`src/rtl/m_digit_scanner.sv`:
```
// Scan driver for a multiplexed common-anode 7-segment display: one nibble per slot,
// double-buffered value that only changes on frame boundaries, optional leading-zero blanking.
module m_digit_scanner #(
  parameter int DIGITS = 4,
  parameter int DIV    = 50000,
  parameter int GUARD  = 16
) (
  input  logic                  clk,
  input  logic                  rst,
  input  logic                  load,
  input  logic [4*DIGITS-1:0]   val,
  input  logic [DIGITS-1:0]     dp_in,
  input  logic                  blank_lz,
  output logic [3:0]            nib,
  output logic                  blank,
  output logic                  dp_n,
  output logic [DIGITS-1:0]     dig_n,
  output logic                  frame
);

  localparam int CW = (DIV > 1) ? $clog2(DIV) : 1;
  localparam int IW = (DIGITS > 1) ? $clog2(DIGITS) : 1;

  logic [CW-1:0]         cnt, cnt_nx;
  logic [IW-1:0]         idx, idx_nx;
  logic [4*DIGITS-1:0]   cur, cur_nx, shd, shd_nx;
  logic [DIGITS-1:0]     cur_dp, cur_dp_nx, shd_dp, shd_dp_nx;
  logic                  pend, pend_nx;
  logic                  blz;
  logic                  tick;
  logic                  upper_zero;
  logic                  in_guard;

  always_ff @(posedge clk) begin
    if (rst) begin
      cnt    <= '0;
      idx    <= '0;
      cur    <= '0;
      cur_dp <= '0;
      shd    <= '0;
      shd_dp <= '0;
      pend   <= 1'b0;
      blz    <= 1'b0;
    end else begin
      cnt    <= cnt_nx;
      idx    <= idx_nx;
      cur    <= cur_nx;
      cur_dp <= cur_dp_nx;
      shd    <= shd_nx;
      shd_dp <= shd_dp_nx;
      pend   <= pend_nx;
      blz    <= blank_lz;
    end
  end

  always_comb begin
    tick      = (cnt == CW'(DIV - 1));
    frame     = tick && (idx == IW'(DIGITS - 1));
    cnt_nx    = tick ? '0 : cnt + CW'(1);
    idx_nx    = idx;
    cur_nx    = cur;
    cur_dp_nx = cur_dp;
    shd_nx    = shd;
    shd_dp_nx = shd_dp;
    pend_nx   = pend;

    if (tick)
      idx_nx = (idx == IW'(DIGITS - 1)) ? '0 : idx + IW'(1);

    // A load landing on the frame cycle goes straight to the display so it is not delayed a full frame.
    if (frame && load) begin
      cur_nx    = val;
      cur_dp_nx = dp_in;
      shd_nx    = val;
      shd_dp_nx = dp_in;
      pend_nx   = 1'b0;
    end else if (frame && pend) begin
      cur_nx    = shd;
      cur_dp_nx = shd_dp;
      pend_nx   = 1'b0;
    end else if (load) begin
      shd_nx    = val;
      shd_dp_nx = dp_in;
      pend_nx   = 1'b1;
    end
  end

  always_comb begin
    upper_zero = 1'b1;
    for (int k = 0; k < DIGITS; k++) begin
      if (int'(idx) <= k && cur[4*k +: 4] != 4'h0)
        upper_zero = 1'b0;
    end
    nib      = cur[{idx, 2'b00} +: 4];
    dp_n     = ~cur_dp[idx];
    blank    = blz && (idx != '0) && !cur_dp[idx] && upper_zero;
    in_guard = int'(cnt) < GUARD;
    dig_n    = '1;
    if (!in_guard && !blank)
      dig_n[idx] = 1'b0;
  end

endmodule

```
`config.mk`:
```
export PLATFORM = sky130hd
export DESIGN_NAME = m_digit_scanner
export DESIGN_NICKNAME = d
export VERILOG_FILES = /design/src/rtl/m_digit_scanner.sv
export SDC_FILE = /design/constraint.sdc
export NUM_CORES = 1
export LEC_CHECK = 0
export ABC_AREA = 1
export CAP_MARGIN = 10
export CORE_MARGIN = 2
export CORE_UTILIZATION = 60
export CTS_CLUSTER_SIZE = 14
export DETAILED_ROUTE_END_ITERATION = 8
export PLACE_DENSITY = 0.85
export SYNTH_ARGS = -nofsm -noshare
export SYNTH_HDL_FRONTEND = slang
export SYNTH_SLANG_ARGS = --single-unit
```
`constraint.sdc`:
```
create_clock -name clk -period 4.2 [get_ports clk]
set_input_delay 0.63 -clock clk [delete_from_list [all_inputs] [get_ports clk]]
set_output_delay 0.63 -clock clk [all_outputs]
set_load 0.05 [all_outputs]
```
== Word-level counts from Yosys, hierarchy flattened ==
Index checks and enable logic that the tools add are counted.
Cells by class
  reductions and logical operators: 24
  eq/ne operators: 3
  div/mod/pow operators: 0
  bitwise gates (word level): 2
  shift-type cells: 1
  $add $sub $neg: 2
  multipliers: 0
  order comparisons: 6
  muxes and demuxes: 20
Operator list (count)
  16-bit 2-to-1 mux: 5
  4-bit 2-to-1 mux: 6
  16-bit by 1-bit adder with 16-bit output (second input constant): 1
  16-bit equality test (second input constant): 1
  16-bit by 5-bit < comparator with 1-bit output (second input constant): 1
  4-bit nonzero test: 4
  16-bit by 5-bit indexed part select with 4-bit output: 1
  1-bit logical AND: 11
  1-bit 2-to-1 mux: 6
  2-bit nonzero test: 3
  2-bit by 1-bit less-or-equal comparator with 1-bit output (second input constant): 2
  4-bit inverter: 1
  1-bit zero test: 3
  2-bit by 3-bit < comparator with 1-bit output (second input constant): 1
  3-bit OR reduction: 1
  2-bit by 1-bit adder with 2-bit output (second input constant): 1
  1-bit binary-select mux with 2-bit select: 1
  1-bit demux with 2-bit select: 1
  2-bit equality test (second input constant): 1
  2-bit by 1-bit >= comparator with 1-bit output (second input constant): 1
  2-bit less-or-equal comparator (second input constant): 1
  2-bit 2-to-1 mux: 1
  2-bit != test (second input constant): 1
  2-bit AND reduction: 1
  2 further kinds: 2
Storage, ports and cells
  bits in read-only memories: 0
  memories kept: 0
  output and inout port bits: 11
  word-level logic and storage cells: 66
  RAM bits: 0
  bits in registers: 60
  input bits: 24
  bits in latches: 0

== Depth between registers and ports, before layout ==
  depth after elaboration: 10
  mapped depth: 9
  gate-level depth less buffers: 8

== Worst setup path after synthesis ==
Ideal clock, no wire load.
  path type: register to output
  start: register idx[0]
  end: output port blank
  stages on the path, launching flop included: 8
  arrival time: 2033 ps
  setup slack: 1537 ps
  cell sequence: dfxtp_1 -> inv_1 -> clkbuf_1 -> ha_1 -> nand3b_1 -> nor3_1 -> nand3_1 -> a21oi_1
On the way
  longest elaborated chain between the ends: 7
  elaborated cells on any way between the ends: 17
  classes of those cells: 3 x order compare; 6 x mux; 8 x reduce/logical
RTL lines
  start: declaration: RTL line 25  | logic [IW-1:0] idx, idx_nx;
  start signal: assignment: RTL line 46  | idx <= idx_nx;
  2-bit by 1-bit less-or-equal comparator with 1-bit output: RTL line 91  | if (int'(idx) <= k && cur[4*k +: 4] != 4'h0)
  1-bit logical AND: RTL line 91
  1-bit 2-to-1 mux (4 in a row): RTL line 91
  1-bit logical AND (*): RTL line 96  | blank = blz && (idx != '0) && !cur_dp[idx] && upper_zero;
  end: declaration: RTL line 15  | output logic blank,
Mark *: on every way between the ends. The rest lies on a longest branch, timed or not. The select of a mux whose other input is x is not followed.

== Worst setup path after layout ==
  start: register idx[0]
  end: output port dig_n[1]
On the way
  longest elaborated chain between the ends: 10
  elaborated cells on any way between the ends: 26
  classes of those cells: 5 x order compare; 9 x mux; 1 x bitwise; 11 x reduce/logical
RTL lines
  2-bit by 1-bit less-or-equal comparator with 1-bit output: RTL line 91
  1-bit logical AND: RTL line 91
  1-bit 2-to-1 mux (4 in a row): RTL line 91
  1-bit logical AND: RTL line 96
  1-bit zero test: RTL line 99  | if (!in_guard && !blank)
  1-bit logical AND: RTL line 99
  4-bit 2-to-1 mux (*): RTL line 99
  end: declaration: RTL line 17  | output logic [DIGITS-1:0] dig_n,
Marks and branches as above.

==> flow_metrics.env <==
export IMPL_status="finished, final reports clean"
export IMPL_yosysTopAreaCellShare_pct=41.3
export IMPL_critPathTopFamily="buffers and inverters"
export IMPL_yosysMostFrequentCell="nand2_1"
export IMPL_crit_arrival_ns=3.13
export IMPL_r2r_slack_ns=1.75
export IMPL_synth_top_area_cell="dfxtp_1"
export IMPL_synth_area_leaders="dfxtp_1 41%, nand2_1 11%, nor2_1 8.4%"
export IMPL_crit_path_cell_trace="inv_1 -> ha_1 -> nand3b_1 -> nor3_1 -> nand4_1 -> nand3_1 -> clkdlybuf4s50_1"
export IMPL_antenna_cells=0
export IMPL_antenna_left=0
export IMPL_detailroute_via_count=2746
export IMPL_clkLatencyLatePin_ns=0.33
export IMPL_ctsHoldBuffers=0
export IMPL_crit_cells=7
export IMPL_synth_cell_types=32
export IMPL_cell_internal_pwr_uw=895
export IMPL_slew_violations=0
export IMPL_rows=25
export IMPL_nets=484
export IMPL_io_pins=35
export IMPL_dp_cells=498
export IMPL_crit_type="reg -> out"
export IMPL_cts_tree="yes"
export IMPL_clkSinkCount=60
export IMPL_setup_viol=0
export IMPL_rsz0062_at_grt="no"
export IMPL_crit_end="dig_n[1]"
export IMPL_slowest_stage="clkdlybuf4s50_1"
export IMPL_max_slew_margin_pct=50.0
export IMPL_skew_ns=0.00362
export IMPL_hold_viol=0
export IMPL_peakVddDrop_v=0.000270
export IMPL_postRouteWirelength_um=6520
export IMPL_hp_class="reg -> reg"
export IMPL_power_switching_uw=262
export IMPL_power_frac_seq_pct=50.8
export IMPL_worst_pin_slew_ns=0.747
export IMPL_critical_path_max_fanout=15
export IMPL_grtUsageTotal_pct=26.6
export IMPL_grt_antenna_before_repair=0
export IMPL_r2r_cells=5
export IMPL_clockRootBuffer="clkbuf_8"
export IMPL_start_util_pct=62.0
export IMPL_die_w_um=73.6
export IMPL_ys_flop_type="dfxtp_1"
export IMPL_cp_num_buf_inv=2
export IMPL_r2r_end="cur[9]"
export IMPL_leakage_uw=0.00154
export IMPL_switching_share_pct=22.7
export IMPL_synth_fp_nets=454
export IMPL_routed_via_density=5.35
export IMPL_ys_warn_count=0
export IMPL_max_freq_mhz=266
export IMPL_area_growth_pct=17.8
export IMPL_async_reset_ff_share_pct=0
export IMPL_drc_errors=0
export IMPL_globalplace_congestion=0.954
export IMPL_port_buffers=34
export IMPL_wl_per_cell_um=12.7
export IMPL_critPathLaunchType="flip-flop"
export IMPL_htreeDepth=3
export IMPL_cpPeakStageDelay_ns=0.81
export IMPL_finalCritPeriodShare_pct=89.6
export IMPL_combPwrFrac_pct=6.8
export IMPL_drive_gt1_share_pct=8.28
export IMPL_rr_startpoint="idx[0]"
export IMPL_cts_buffer_depth=2
export IMPL_startpoint="idx[0]"
export IMPL_worst_ep_required_time_ns=3.57
export IMPL_tns_ns=0
export IMPL_cts_buffers=9
export IMPL_die_h_um=73.6
export IMPL_end_kind="primary output"
export IMPL_drt_initial_drc_count=203
export IMPL_num_fill_cells=375
export IMPL_synth_edf_count=0
export IMPL_netlist_area_um2=2910
export IMPL_ys_ff_latch=60
export IMPL_hpwl_um=4370
export IMPL_yosysSeqAreaShare_pct=41.3
export IMPL_postCtsSetupRepairBufs=0
export IMPL_maxCapViolCount=0
export IMPL_path_clk_slew_ns=0.06
export IMPL_synth_commonest_cells="83 x nand2_1, 65 x nor2_1, 60 x dfxtp_1"
export IMPL_syn_inst=425
export IMPL_drtPass1Iterations=5
export IMPL_grt_max_degree=36
export IMPL_grt_overflow_total=0
export IMPL_grt_pass1_wl_um=11100
export IMPL_avgSynthCellArea_um2=6.84
export IMPL_core_area_um2=4690
export IMPL_clkPwrFrac_pct=42.4
export IMPL_die_area_um2=5420
export IMPL_layout_cells_non_filler=513
export IMPL_post_cts_resized=0
export IMPL_power_density_nw_per_um2=338
export IMPL_period_needed_ns=3.76
export IMPL_grt_pass1_vias=2508
==> power by group through the flow <==
stage | Combinational (µW) | Sequential (µW) | Clock (µW)
6_report | 78.4 | 588 | 491
4_1_cts | 79.0 | 588 | 492
5_1_grt | 91.8 | 589 | 514
3_5_place_dp | 77.9 | 601 | 0
2_1_floorplan | 48.9 | 600 | 0
3_3_place_gp | 76.2 | 601 | 0
==> registers in the layout (all words and copies together) (netlist names) <==
name    cells
cur_dp      4
shd_dp      4
shd        16
idx         2
pend        1
cur        16
cnt        16
blz         1
==> layout by cell type, fill, tap and decap left out, types with 5 or more instances in the layout <==
cell	netlist	routed
a21oi_1	33	33
ha_1	5	5
o21ai_0	28	28
nor3_1	5	5
nand2_1	83	83
nor2_1	65	65
or2_2	6	6
o21ai_1	16	16
clkdlybuf4s50_1	0	34
dfxtp_1	60	60
clkbuf_8	0	13
nand4_1	7	7
nand3_1	12	12
inv_2	6	6
inv_1	58	58
==> worst reg2reg max path: cells and delay by family, from the launching register on <==
kind	cells	cell delay [ns]
compound gates	1	0.14
fa+ha+maj	1	0.44
simple gates	2	0.67
flops	1	0.59
buf+inv	1	0.56
==> layout make-up <==
type / count / area (µm²) / area share (%)
Multi-Input combinational cell: 285 / 1380 / 40.3
Sequential cell: 60 / 1200 / 35.1
Timing Repair Buffer: 35 / 348 / 10.2
Inverter: 64 / 240 / 7.01
Clock buffer: 14 / 183 / 5.33
Tap cell: 54 / 67.6 / 1.97
Clock inverter: 1 / 5.00 / 0.146
==> worst min path at each step <==
| stage | startpoint | to | cells past startpoint |
|---|---|---|---|
| after floorplan | cnt[0] | cnt[0] | 1 |
| after global placement | cnt[0] | cnt[0] | 1 |
| after detailed placement | cnt[0] | cnt[0] | 1 |
| after CTS | cnt[0] | cnt[0] | 1 |
| after global routing | cnt[0] | cnt[0] | 1 |
| final | cnt[0] | cnt[0] | 1 |
==> metrics by stage <==
stage	power (µW)	hold WS (ns)	worst slack, ns	util [%]	cell area (µm²)
after global placement	677	0.433	1.11	69.0	3240
after global routing	1190	0.473	0.184	73.0	3420
after CTS	1160	0.453	0.482	73.0	3420
after detailed placement	679	0.444	0.922	69.0	3240
final	1160	0.448	0.437	73.0	3420
after floorplan	649	0.418	1.54	-	2910
==> cells by family after synthesis <==
family	Yosys count	synth area share, %
buffers and inverters	80	11.2
and+or+nand+nor	190	28.6
xor gates and xnor gates	2	0.603
AOI/OAI and AO/OA	88	16.1
DFF	60	41.3
adders and majority gates	5	2.15
==> routing by layer <==
| layer | vias to the layer above | GRT usage, % | wire, µm |
|---|---|---|---|
| met3 | 10 | 4.80 | 455 |
| met5 | - | 0 | 0 |
| met1 | 1232 | 34.8 | 2960 |
| met2 | 98 | 42.9 | 3010 |
| li1 | 1406 | - | - |
| met4 | 0 | 11.7 | 95 |
Power figures use the tool's default switching activity.
==> edit: new RTL, same settings <==
Change the parameter `GUARD` from 16 to 15.
--- a/src/rtl/m_digit_scanner.sv
+++ b/src/rtl/m_digit_scanner.sv
@@ -5,3 +5,3 @@
   parameter int DIV    = 50000,
-  parameter int GUARD  = 16
+  parameter int GUARD  = 15
 ) (
Check against the original RTL: same outputs for any inputs over 10 cycles, from zero or initial values and one cycle with rst high; that may be too few to reach the edited logic, so the function may still have changed.
==> edit against the unedited design <==
- routed wire length about the same
- setup slack better by 210 ps
- global-route usage down 0.13 points
- critical endpoint unchanged
- hold slack worse by 2.3 ps
- register-to-register slack better by 350 ps
- sequential power about the same
- design area up 1.2%
- synthesized area up 1.0%
- largest power group unchanged
- total power up 0.78%
- sequential cell count unchanged
==> edit: results (changes against the unedited design) <==
grt:
  grt_pass1_vias: 2558  # was 2508
  track_usage_pct: 26.5  # was 26.6%
  gr-usage-met3_pct: 4.34  # was 4.80%
  grt_pass1_wl_mm: 11.1  # about the same
  grt_antenna_before_repair: 0  # unchanged
  grtUsageMet1_pct: 31.8  # was 34.8%
  use_met2_pct: 44.9  # was 42.9%
place:
  hpwlAfterDp_mm: 4.43  # was 4.37 mm
  dp.cells: 517  # was 498
  gp_congestion: 0.970  # was 0.954
  dp_slack_ps: 1020  # was 922 ps
  place_area_um2: 3280  # was 3240 µm²
detailed_routing:
  dr.first_iter.drc_count: 254  # was 203
  routed_wl_mm: 6.51  # was 6.52 mm
  drt_first_pass_iters: 5  # unchanged
  wl_met3_um: 366  # was 455 µm
  route.met2.wl_mm: 3.12  # was 3.01 mm
  vias: 2776  # was 2746
  drt-met1-wl_mm: 2.85  # was 2.96 mm
  wl_per_cell_um: 12.2  # was 12.7 µm
final_layout:
  nets: 490  # was 484
  reg.largest.list: "cnt x16, cur x16, shd x16"  # unchanged
  final_layout_size_suffix_gt1_share_pct: 6.22  # was 8.28%
worst_setup_path:
  cp_max_fo: 14  # was 15
  arrival_ps: 2930  # was 3130 ps
timing:
  worst_clock_skew_ps: 9.81  # was 3.62 ps
  slew_headroom_pct: 64.1  # was 50.0%
yosys:
  synthFlopType: "dfxtp_1"  # unchanged
  netlist_instances: 430  # was 425
  syn_nets: 459  # was 454
  synth_common_cells: "85 x nand2_1, 65 x nor2_1, 64 x inv_1, 60 x dfxtp_1, 43 x o21ai_0"  # was 83 x nand2_1, 65 x nor2_1, 60 x dfxtp_1, 58 x inv_1, 33 x a21oi_1
  ys_seq_area_share_pct: 40.9  # was 41.3%
  synth_area_leaders: "dfxtp_1 41%, nand2_1 11%, nor2_1 8.3%"  # was dfxtp_1 41%, nand2_1 11%, nor2_1 8.4%
cts:
  cts_setup_buffers: 0  # unchanged
  clkTransAtPathRegs_ps: 70
  cts_buffers: 9  # unchanged
pwr:
  p_leak_uw: 0.00158  # was 0.00154 µW
  ir_worst_vdd_mv: 0.227  # was 0.270 mV
outcome:
  status: "completed"  # unchanged
## edit: logic make-up (layout without fill, tap and decap cells)
family,after synthesis,in the layout,synth area share [%]
and+or+nand+nor,189,189,28.5
AOI/OAI and AO/OA,89,89,15.5
buffers and inverters,83,119,11.8
DFF,60,60,40.9
adders and majority gates,5,5,2.13
xor gates and xnor gates,4,4,1.19
## edit: layout make-up
| type | instances | area (µm²) |
|---|---|---|
| clock buffers | 11 | 131 |
| clock inverters | 5 | 52.6 |
| fillers | 388 | 1260 |
| inverters | 67 | 251 |
| multi-input cells | 287 | 1390 |
| flip-flops and latches | 60 | 1200 |
| well taps | 67 | 83.8 |
| repair buffers | 36 | 355 |
## edit: final timing paths
path	start	end	slack, ps	depth (start not counted)
worst max-delay path	idx[0]$_SDFFE_PP0P_	dig_n[1]	640	8
worst min-delay path	cnt[0]$_SDFF_PP0_	cnt[0]$_SDFF_PP0_	450	1
worst max register to register	idx[0]$_SDFFE_PP0P_	cur_dp[2]$_SDFFE_PP0P_	2100	5
worst min register to register	cnt[0]$_SDFF_PP0_	cnt[0]$_SDFF_PP0_	450	1
## edit: metrics by stage
| step | total power (µW) | utilization, % |
|---|---|---|
| global route | 1200 | 73.4 |
| detailed placement | 680 | 69.5 |
| CTS | 1170 | 73.4 |
| finish | 1170 | 73.4 |
| global placement | 677 | 69.5 |
| floorplan | 648 | - |
## edit: worst max-delay path, stage by stage (launching register included)
cell and delay [ps]:
dfxtp_1 580, inv_1 280, ha_1 300, nor2_1 90, nand2_1 50, nor3b_1 180
nand4_1 180, nand3_1 130, clkdlybuf4s50_1 800
## edit: power breakdown
| part | internal (µW) | total (µW) | switching, µW |
|---|---|---|---|
| clock network | 271 | 499 | 228 |
| logic | 37.0 | 78.6 | 41.6 |
| registers | 584 | 589 | 5.05 |
| total | 892 | 1170 | 275 |
